===== config.mk =====
export PLATFORM = sky130hd
export DESIGN_NAME = alu_seq
export DESIGN_NICKNAME = d
export VERILOG_FILES = /design/src/rtl/alu_pkg.sv /design/src/rtl/alu_muldiv_iter.sv /design/src/rtl/alu_seq.sv
export SDC_FILE = /design/constraint.sdc
export NUM_CORES = 1
export LEC_CHECK = 0
export ABC_CLOCK_PERIOD_IN_PS = 8600
export BUFFER_PORTS_ARGS = -buffer_cell sky130_fd_sc_hd__clkbuf_2
export CAP_MARGIN = 20
export CORE_UTILIZATION = 40
export CTS_BUF_LIST = sky130_fd_sc_hd__clkbuf_4 sky130_fd_sc_hd__clkbuf_8
export DETAILED_ROUTE_END_ITERATION = 7
export PLACE_DENSITY = 0.68
export SLEW_MARGIN = 20
export SYNTH_ARGS = -nofsm -noshare
export SYNTH_HDL_FRONTEND = slang
export SYNTH_SLANG_ARGS = --single-unit

===== constraint.sdc =====
create_clock -name clk -period 8.6 [get_ports clk]
set_clock_uncertainty 0.05 [all_clocks]
set_input_delay 1.72 -clock clk [delete_from_list [all_inputs] [get_ports clk]]
set_output_delay 1.72 -clock clk [all_outputs]
set_load 0.1 [all_outputs]

===== src/rtl/alu_pkg.sv =====
// Shared opcode encodings, FSM state type and opcode-class helper for the
// sequential ALU and its iterative multiply/divide unit.
package alu_pkg;

    localparam int OP_W = 4;

    localparam logic [OP_W-1:0] OP_AND  = 4'b0000;
    localparam logic [OP_W-1:0] OP_OR   = 4'b0001;
    localparam logic [OP_W-1:0] OP_ADD  = 4'b0010;
    localparam logic [OP_W-1:0] OP_RSV3 = 4'b0011;
    localparam logic [OP_W-1:0] OP_XOR  = 4'b0100;
    localparam logic [OP_W-1:0] OP_RSV5 = 4'b0101;
    localparam logic [OP_W-1:0] OP_SUB  = 4'b0110;
    localparam logic [OP_W-1:0] OP_SLT  = 4'b0111;
    localparam logic [OP_W-1:0] OP_SLL  = 4'b1000;
    localparam logic [OP_W-1:0] OP_SRL  = 4'b1001;
    localparam logic [OP_W-1:0] OP_SRA  = 4'b1010;
    localparam logic [OP_W-1:0] OP_SLTU = 4'b1011;
    localparam logic [OP_W-1:0] OP_NOR  = 4'b1100;
    localparam logic [OP_W-1:0] OP_MUL  = 4'b1101;
    localparam logic [OP_W-1:0] OP_DIVU = 4'b1110;
    localparam logic [OP_W-1:0] OP_REMU = 4'b1111;

    typedef enum logic {
        ST_IDLE = 1'b0,
        ST_BUSY = 1'b1
    } state_t;

    function automatic logic is_multicycle(input logic [OP_W-1:0] op);
        case (op)
            OP_MUL, OP_DIVU, OP_REMU: return 1'b1;
            default:                  return 1'b0;
        endcase
    endfunction

endpackage


===== src/rtl/alu_muldiv_iter.sv =====
// Iterative datapath: shift-add multiply and restoring divide, one bit per clock.
// result/ovf/done are valid combinationally during the final iteration cycle.
module alu_muldiv_iter
    import alu_pkg::*;
#(
    parameter int DATA_WIDTH = 32
) (
    input  logic                  clk,
    input  logic                  rst,
    input  logic                  start,
    input  logic [OP_W-1:0]       op,
    input  logic [DATA_WIDTH-1:0] a,
    input  logic [DATA_WIDTH-1:0] b,
    output logic [DATA_WIDTH-1:0] result,
    output logic                  ovf,
    output logic                  done
);

    localparam int W     = DATA_WIDTH;
    localparam int CNT_W = $clog2(DATA_WIDTH) + 1;
    localparam logic [CNT_W-1:0] CNT_ZERO = {CNT_W{1'b0}};
    localparam logic [CNT_W-1:0] CNT_ONE  = {{(CNT_W-1){1'b0}}, 1'b1};
    localparam logic [CNT_W-1:0] CNT_FULL = CNT_W'(DATA_WIDTH);

    logic [OP_W-1:0]  op_r;
    logic [W-1:0]     a_r;
    logic [W-1:0]     b_r;
    logic [2*W-1:0]   acc_r;
    logic [CNT_W-1:0] cnt_r;

    logic [W:0]       mul_sum_s;
    logic [W:0]       div_shift_s;
    logic             div_ge_s;
    logic [W-1:0]     div_rem_s;
    logic [2*W-1:0]   acc_nxt_s;

    // One iteration step; acc holds {partial product | multiplier} or {remainder | quotient}
    always_comb begin
        mul_sum_s   = {1'b0, acc_r[2*W-1:W]} + (acc_r[0] ? {1'b0, a_r} : {(W+1){1'b0}});
        div_shift_s = {acc_r[2*W-1:W], acc_r[W-1]};
        div_ge_s    = (div_shift_s >= {1'b0, b_r});
        div_rem_s   = div_shift_s[W-1:0] - b_r;
        case (op_r)
            OP_MUL:           acc_nxt_s = {mul_sum_s, acc_r[W-1:1]};
            OP_DIVU, OP_REMU: acc_nxt_s = {(div_ge_s ? div_rem_s : div_shift_s[W-1:0]),
                                           acc_r[W-2:0], div_ge_s};
            default:          acc_nxt_s = acc_r;
        endcase
    end

    // Final result selection and overflow from the post-iteration accumulator
    always_comb begin
        case (op_r)
            OP_REMU: result = acc_nxt_s[2*W-1:W];
            default: result = acc_nxt_s[W-1:0];
        endcase
        case (op_r)
            OP_MUL:           ovf = |acc_nxt_s[2*W-1:W];
            OP_DIVU, OP_REMU: ovf = (b_r == {W{1'b0}});
            default:          ovf = 1'b0;
        endcase
        done = (cnt_r == CNT_ONE);
    end

    // Operand latch, accumulator iteration and iteration counter
    always_ff @(posedge clk or posedge rst) begin
        if (rst) begin
            op_r  <= OP_AND;
            a_r   <= {W{1'b0}};
            b_r   <= {W{1'b0}};
            acc_r <= {(2*W){1'b0}};
            cnt_r <= CNT_ZERO;
        end else if (start) begin
            op_r  <= op;
            a_r   <= a;
            b_r   <= b;
            acc_r <= (op == OP_MUL) ? {{W{1'b0}}, b} : {{W{1'b0}}, a};
            cnt_r <= CNT_FULL;
        end else if (cnt_r != CNT_ZERO) begin
            acc_r <= acc_nxt_s;
            cnt_r <= cnt_r - CNT_ONE;
        end
    end

endmodule


===== src/rtl/alu_seq.sv =====
// Handshaked registered ALU: single-cycle ops complete in one clock, MUL/DIVU/REMU
// iterate for DATA_WIDTH clocks in alu_muldiv_iter. One operation in flight at most.
module alu_seq
    import alu_pkg::*;
#(
    parameter int DATA_WIDTH   = 32,
    parameter int ALU_OP_WIDTH = 4
) (
    input  logic                    clk,
    input  logic                    rst,
    input  logic                    in_valid,
    output logic                    in_ready,
    input  logic [DATA_WIDTH-1:0]   operand_a,
    input  logic [DATA_WIDTH-1:0]   operand_b,
    input  logic [ALU_OP_WIDTH-1:0] alu_op,
    output logic                    out_valid,
    input  logic                    out_ready,
    output logic [DATA_WIDTH-1:0]   alu_result,
    output logic                    zero_flag,
    output logic                    overflow_flag,
    output logic                    busy
);

    localparam int W           = DATA_WIDTH;
    localparam int SHAMT_WIDTH = $clog2(DATA_WIDTH);

    state_t           state_r, state_nxt_s;
    logic             out_valid_r;
    logic [W-1:0]     result_r;
    logic             zero_r;
    logic             ovf_r;

    logic             accept_s;
    logic             start_mc_s;
    logic             sub_s;
    logic [W-1:0]     b_eff_s;
    logic [W-1:0]     sum_s;
    logic             add_ovf_s;
    logic [SHAMT_WIDTH-1:0] shamt_s;
    logic [W-1:0]     sra_s;
    logic [W-1:0]     sc_result_s;
    logic             sc_ovf_s;
    logic [W-1:0]     md_result_s;
    logic             md_ovf_s;
    logic             md_done_s;

    assign in_ready   = (state_r == ST_IDLE) & (~out_valid_r | out_ready) & ~rst;
    assign accept_s   = in_valid & in_ready;
    assign start_mc_s = accept_s & is_multicycle(alu_op);

    // Shared adder: SUB and SLT feed ~B with carry-in 1
    assign sub_s     = (alu_op == OP_SUB) | (alu_op == OP_SLT);
    assign b_eff_s   = sub_s ? ~operand_b : operand_b;
    assign sum_s     = operand_a + b_eff_s + {{(W-1){1'b0}}, sub_s};
    assign add_ovf_s = ~(operand_a[W-1] ^ b_eff_s[W-1]) & (operand_a[W-1] ^ sum_s[W-1]);
    assign shamt_s   = operand_b[SHAMT_WIDTH-1:0];
    assign sra_s     = $unsigned($signed(operand_a) >>> shamt_s);

    // Single-cycle result and overflow selection
    always_comb begin
        sc_result_s = {W{1'b0}};
        sc_ovf_s    = 1'b0;
        case (alu_op)
            OP_AND:  sc_result_s = operand_a & operand_b;
            OP_OR:   sc_result_s = operand_a | operand_b;
            OP_XOR:  sc_result_s = operand_a ^ operand_b;
            OP_NOR:  sc_result_s = ~(operand_a | operand_b);
            OP_ADD, OP_SUB: begin
                sc_result_s = sum_s;
                sc_ovf_s    = add_ovf_s;
            end
            OP_SLT:  sc_result_s = {{(W-1){1'b0}}, sum_s[W-1] ^ add_ovf_s};
            OP_SLTU: sc_result_s = {{(W-1){1'b0}}, (operand_a < operand_b)};
            OP_SLL:  sc_result_s = operand_a << shamt_s;
            OP_SRL:  sc_result_s = operand_a >> shamt_s;
            OP_SRA:  sc_result_s = sra_s;
            default: begin
                sc_result_s = {W{1'b0}};
                sc_ovf_s    = 1'b0;
            end
        endcase
    end

    alu_muldiv_iter #(
        .DATA_WIDTH (DATA_WIDTH)
    ) u_muldiv (
        .clk    (clk),
        .rst    (rst),
        .start  (start_mc_s),
        .op     (alu_op),
        .a      (operand_a),
        .b      (operand_b),
        .result (md_result_s),
        .ovf    (md_ovf_s),
        .done   (md_done_s)
    );

    // FSM state register
    always_ff @(posedge clk or posedge rst) begin
        if (rst) begin
            state_r <= ST_IDLE;
        end else begin
            state_r <= state_nxt_s;
        end
    end

    // FSM next-state logic
    always_comb begin
        state_nxt_s = state_r;
        case (state_r)
            ST_IDLE: begin
                if (start_mc_s) begin
                    state_nxt_s = ST_BUSY;
                end else begin
                    state_nxt_s = ST_IDLE;
                end
            end
            ST_BUSY: begin
                if (md_done_s) begin
                    state_nxt_s = ST_IDLE;
                end else begin
                    state_nxt_s = ST_BUSY;
                end
            end
            default: state_nxt_s = ST_IDLE;
        endcase
    end

    // Output register; a fresh single-cycle accept overrides the consume-clear
    always_ff @(posedge clk or posedge rst) begin
        if (rst) begin
            out_valid_r <= 1'b0;
            result_r    <= {W{1'b0}};
            zero_r      <= 1'b0;
            ovf_r       <= 1'b0;
        end else if (accept_s && !is_multicycle(alu_op)) begin
            out_valid_r <= 1'b1;
            result_r    <= sc_result_s;
            zero_r      <= (sc_result_s == {W{1'b0}});
            ovf_r       <= sc_ovf_s;
        end else if (md_done_s) begin
            out_valid_r <= 1'b1;
            result_r    <= md_result_s;
            zero_r      <= (md_result_s == {W{1'b0}});
            ovf_r       <= md_ovf_s;
        end else if (out_valid_r && out_ready) begin
            out_valid_r <= 1'b0;
        end
    end

    assign out_valid     = out_valid_r;
    assign alu_result    = result_r;
    assign zero_flag     = zero_r;
    assign overflow_flag = ovf_r;
    assign busy          = (state_r == ST_BUSY);

endmodule


==> flow_metrics.py <==
metrics = {
    "critical_path": {
        "cp_num_buf_inv": 2,
        "worstPathCellList": "clkbuf_2 > nand3b_1 > xnor2_1 > inv_1 > fa_1 > nor2b_1 > o2111ai_1 > a21boi_0 > nor3_1 > a211oi_1 > and4b_1 > a211oi_1 > nand4_1 > nor4_1 > nand2_1 > o211ai_2",
        "cp.arrival_ns": 6.68,
        "crit_type": "input port to register",
        "crit_path_end_kind": "register",
        "cp.required_ns": 8.98,
        "path_delay_family": "simple AND/OR/NAND/NOR gates",
        "slowest_stage": "nand3b_1",
        "ff2ff_setup_slack_ns": 3.04,
        "crit_top_cell": "a211oi_1",
        "crit_path_start_kind": "input port",
        "crit_fanout": 13,
        "max_stage_delay_ns": 0.72,
    },
    "floorplan": {
        "initial_core_util_pct": 40.8,
        "ios": 109,
        "die_area_sq_um": 57600,
        "die_h_um": 240,
        "core_sq_um": 55500,
        "die_x_um": 240,
        "fp-row-count": 86,
    },
    "logic_synthesis": {
        "syn_avg_cell_area_sq_um": 7.62,
        "syn_area_sq_um": 22700,
        "synth_nets": 3244,
        "ys_seq_area_share_pct": 19.2,
        "synthFlopType": "dfrtp_1",
        "synth-edff-count": 0,
        "async_reset_ff_share_pct": 100,
        "yosys_warnings": 0,
        "ys_seq_elements": 174,
        "synth.distinct_cells": 94,
        "netlist_instances": 2975,
    },
    "layout": {
        "area_growth_pct": 6.52,
        "antennaDiodeCount": 0,
        "fin_util_pct": 43.5,
        "final_nets": 3203,
        "drive_above_1_share_pct": 11.0,
    },
    "global_route": {
        "grt_pass1_wl_um": 151000,
        "grt_max_degree": 109,
        "grt.overflow.total": 0,
        "grtUsageTotal_pct": 35.3,
        "grt_pass1_vias": 22700,
        "antenna_found_initial": 2,
    },
    "routing": {
        "ant_nets": 0,
        "num_vias": 24600,
        "post_drt_wl_per_cell_um": 27.8,
        "drtIter0Drc": 3548,
        "drt-total-wl_um": 103000,
        "first_pass_iters": 6,
        "drc_errors": 0,
        "viasPerCell": 6.66,
    },
    "power": {
        "seqPwrFrac_pct": 20.3,
        "p_clk_share_pct": 7.5,
        "p_comb_share_pct": 72.1,
        "power_density_nw_per_um2": 344,
        "p_leak_uw": 0.0103,
        "p_switching_uw": 4820,
        "peakVddDrop_v": 0.000406,
        "p_int_uw": 3470,
        "total_power_uw": 8300,
        "swShare_pct": 58.1,
    },
    "clock_tree": {
        "cts_sinks": 174,
        "ctsHoldBuffers": 0,
        "cts.path.max_buffers": 2,
        "numCtsBuffers": 17,
        "cts_setup_buffers": 0,
        "cts_tree": "done",
        "cts.root.buffer_cell": "clkbuf_8",
        "clk_pin_slew_ns": 0.09,
        "cts-resized-gates": 0,
        "htreeDepth": 4,
        "clock_latency_ns": 0.51,
    },
    "sta": {
        "setup_tns_ns": 0,
        "slew_headroom_pct": 30.8,
        "finalMaxSlewViolations": 0,
        "report.final.setup_viol": 0,
        "holdWs_ns": 0.430,
        "rsz0062_at_grt": "false",
        "finalHoldViolCount": 0,
        "fin_crit_sh_pct": 73.3,
        "period_minus_slack_ns": 6.31,
        "timing.fmax_mhz": 159,
        "worst_slew_pin_slew_ns": 1.04,
    },
    "placed_design": {
        "dp_hpwl_um": 79000,
        "io_buffer_count": 108,
        "place.gp.congestion": 1.05,
    },
    "run": {
        "cap_violations": 0,
    },
    "run_status": {
        "status": "complete, no violations",
    },
    "hold_path": {
        "min_path_type": "register to register",
    },
}
## through the flow
stage | cells | setup WS, ns | cell area [sq um]
after floorplan | 2975 | 2.11 | 22700
after global placement | 3662 | 1.96 | 23700
after detailed placement | 3662 | 1.95 | 23700
after CTS | 3693 | 2.46 | 24100
after global routing | 3694 | 2.03 | 24100
final | 3694 | 2.29 | 24100
## sequential cells by signal, summed over array words and instances (netlist names)
signal and flops:
u_muldiv.b_r 32, u_muldiv.cnt_r 6, out_valid 1, busy 1, u_muldiv.op_r 4, u_muldiv.acc_r 64, u_muldiv.a_r 32, alu_result 32
overflow_flag 1, zero_flag 1
## kinds of logic (layout without fill, tap and decap cells)
group	after synthesis	after routing	share of synthesized area, %
xor gates and xnor gates	88	88	3.40
adders and majority gates	197	197	11.0
and+or+nand+nor	1000	1000	21.0
DFF	174	174	19.2
buffers and inverters	365	336	6.38
muxes	170	170	10.5
AOI/OAI and AO/OA	981	981	28.5
## worst register-to-register path, cell delays in order (launching register included)
cell,delay (ns)
dfrtp_1,1.03
and2_1,0.27
ha_1,0.17
inv_1,0.06
fa_1,0.43
nor2b_1,0.16
o21ai_0,0.13
a31oi_1,0.59
o21ai_0,0.35
o211ai_1,0.48
xor2_1,0.12
a221o_1,0.33
a211oi_1,0.39
nand4_1,0.18
nor4_1,0.56
a21oi_1,0.15
## power by group through the flow
stage	logic, uW	clock network, uW	registers (uW)
after CTS	5800	627	1660
after global routing	6380	658	1720
after floorplan	3660	0	2070
final	5990	623	1690
after global placement	5770	0	1670
after detailed placement	5770	0	1680
## final cells by class
cell class / count / area [sq um]
Fill cell: 5803 / 31400
Multi-Input combinational cell: 2436 / 16900
Sequential cell: 174 / 4350
Timing Repair Buffer: 160 / 953
Tap cell: 748 / 936
Inverter: 145 / 549
Clock buffer: 19 / 255
Clock inverter: 12 / 159
## final timing paths
kind	startpoint	cells after the start	endpoint
max in group asynchronous	rst	3	u_muldiv.acc_r[46]
min reg2reg	u_muldiv.a_r[16]	2	u_muldiv.a_r[16]
min	u_muldiv.a_r[16]	2	u_muldiv.a_r[16]
min in group asynchronous	rst	2	alu_result[27]
max reg2reg	u_muldiv.acc_r[0]	15	overflow_flag
max	alu_op[3]	16	zero_flag
## metal layers
layer	GRT usage, %	vias to the layer above	routed length (um)
li1	-	10900	-
met1	47.4	11700	42100
met2	55.2	1644	44800
met3	5.37	306	9930
met4	17.0	2	5910
met5	0	-	16
## layout by cell type, fill, tap and decap left out, types with 26 or more instances in the layout
master    count
nand2_1     342
nor2_1      250
a21oi_1     228
o21ai_0     224
ha_1        194
dfrtp_1     174
inv_1       142
clkbuf_2    106
mux2i_1      81
a211oi_1     76
o211ai_1     70
xnor2_1      67
nand3_1      62
nor3_1       59
a22oi_1      54
and2_1       52
buf_4        52
mux4_2       51
nand4_1      41
mux2_2       35
a21o_1       35
o21a_1       34
nor4_1       29
and3_1       26
o22ai_1      26
## cell usage after synthesis (59+ instances only)
| cell type | count | share of area (%) |
|---|---|---|
| ha_1 | 194 | 11 |
| a21oi_1 | 228 | 5.0 |
| nand3_1 | 63 | 1.4 |
| mux2i_1 | 81 | 3.6 |
| inv_1 | 144 | 2.4 |
| o21ai_0 | 224 | 4.9 |
| nor2_1 | 251 | 4.2 |
| nor3_1 | 59 | 1.3 |
| dfrtp_1 | 174 | 19 |
| o211ai_1 | 70 | 2.3 |
| xnor2_1 | 67 | 2.6 |
| clkbuf_1 | 169 | 2.8 |
| nand2_1 | 343 | 5.7 |
| a211oi_1 | 76 | 2.5 |
Note: power is estimated with default switching activity, not from simulation.
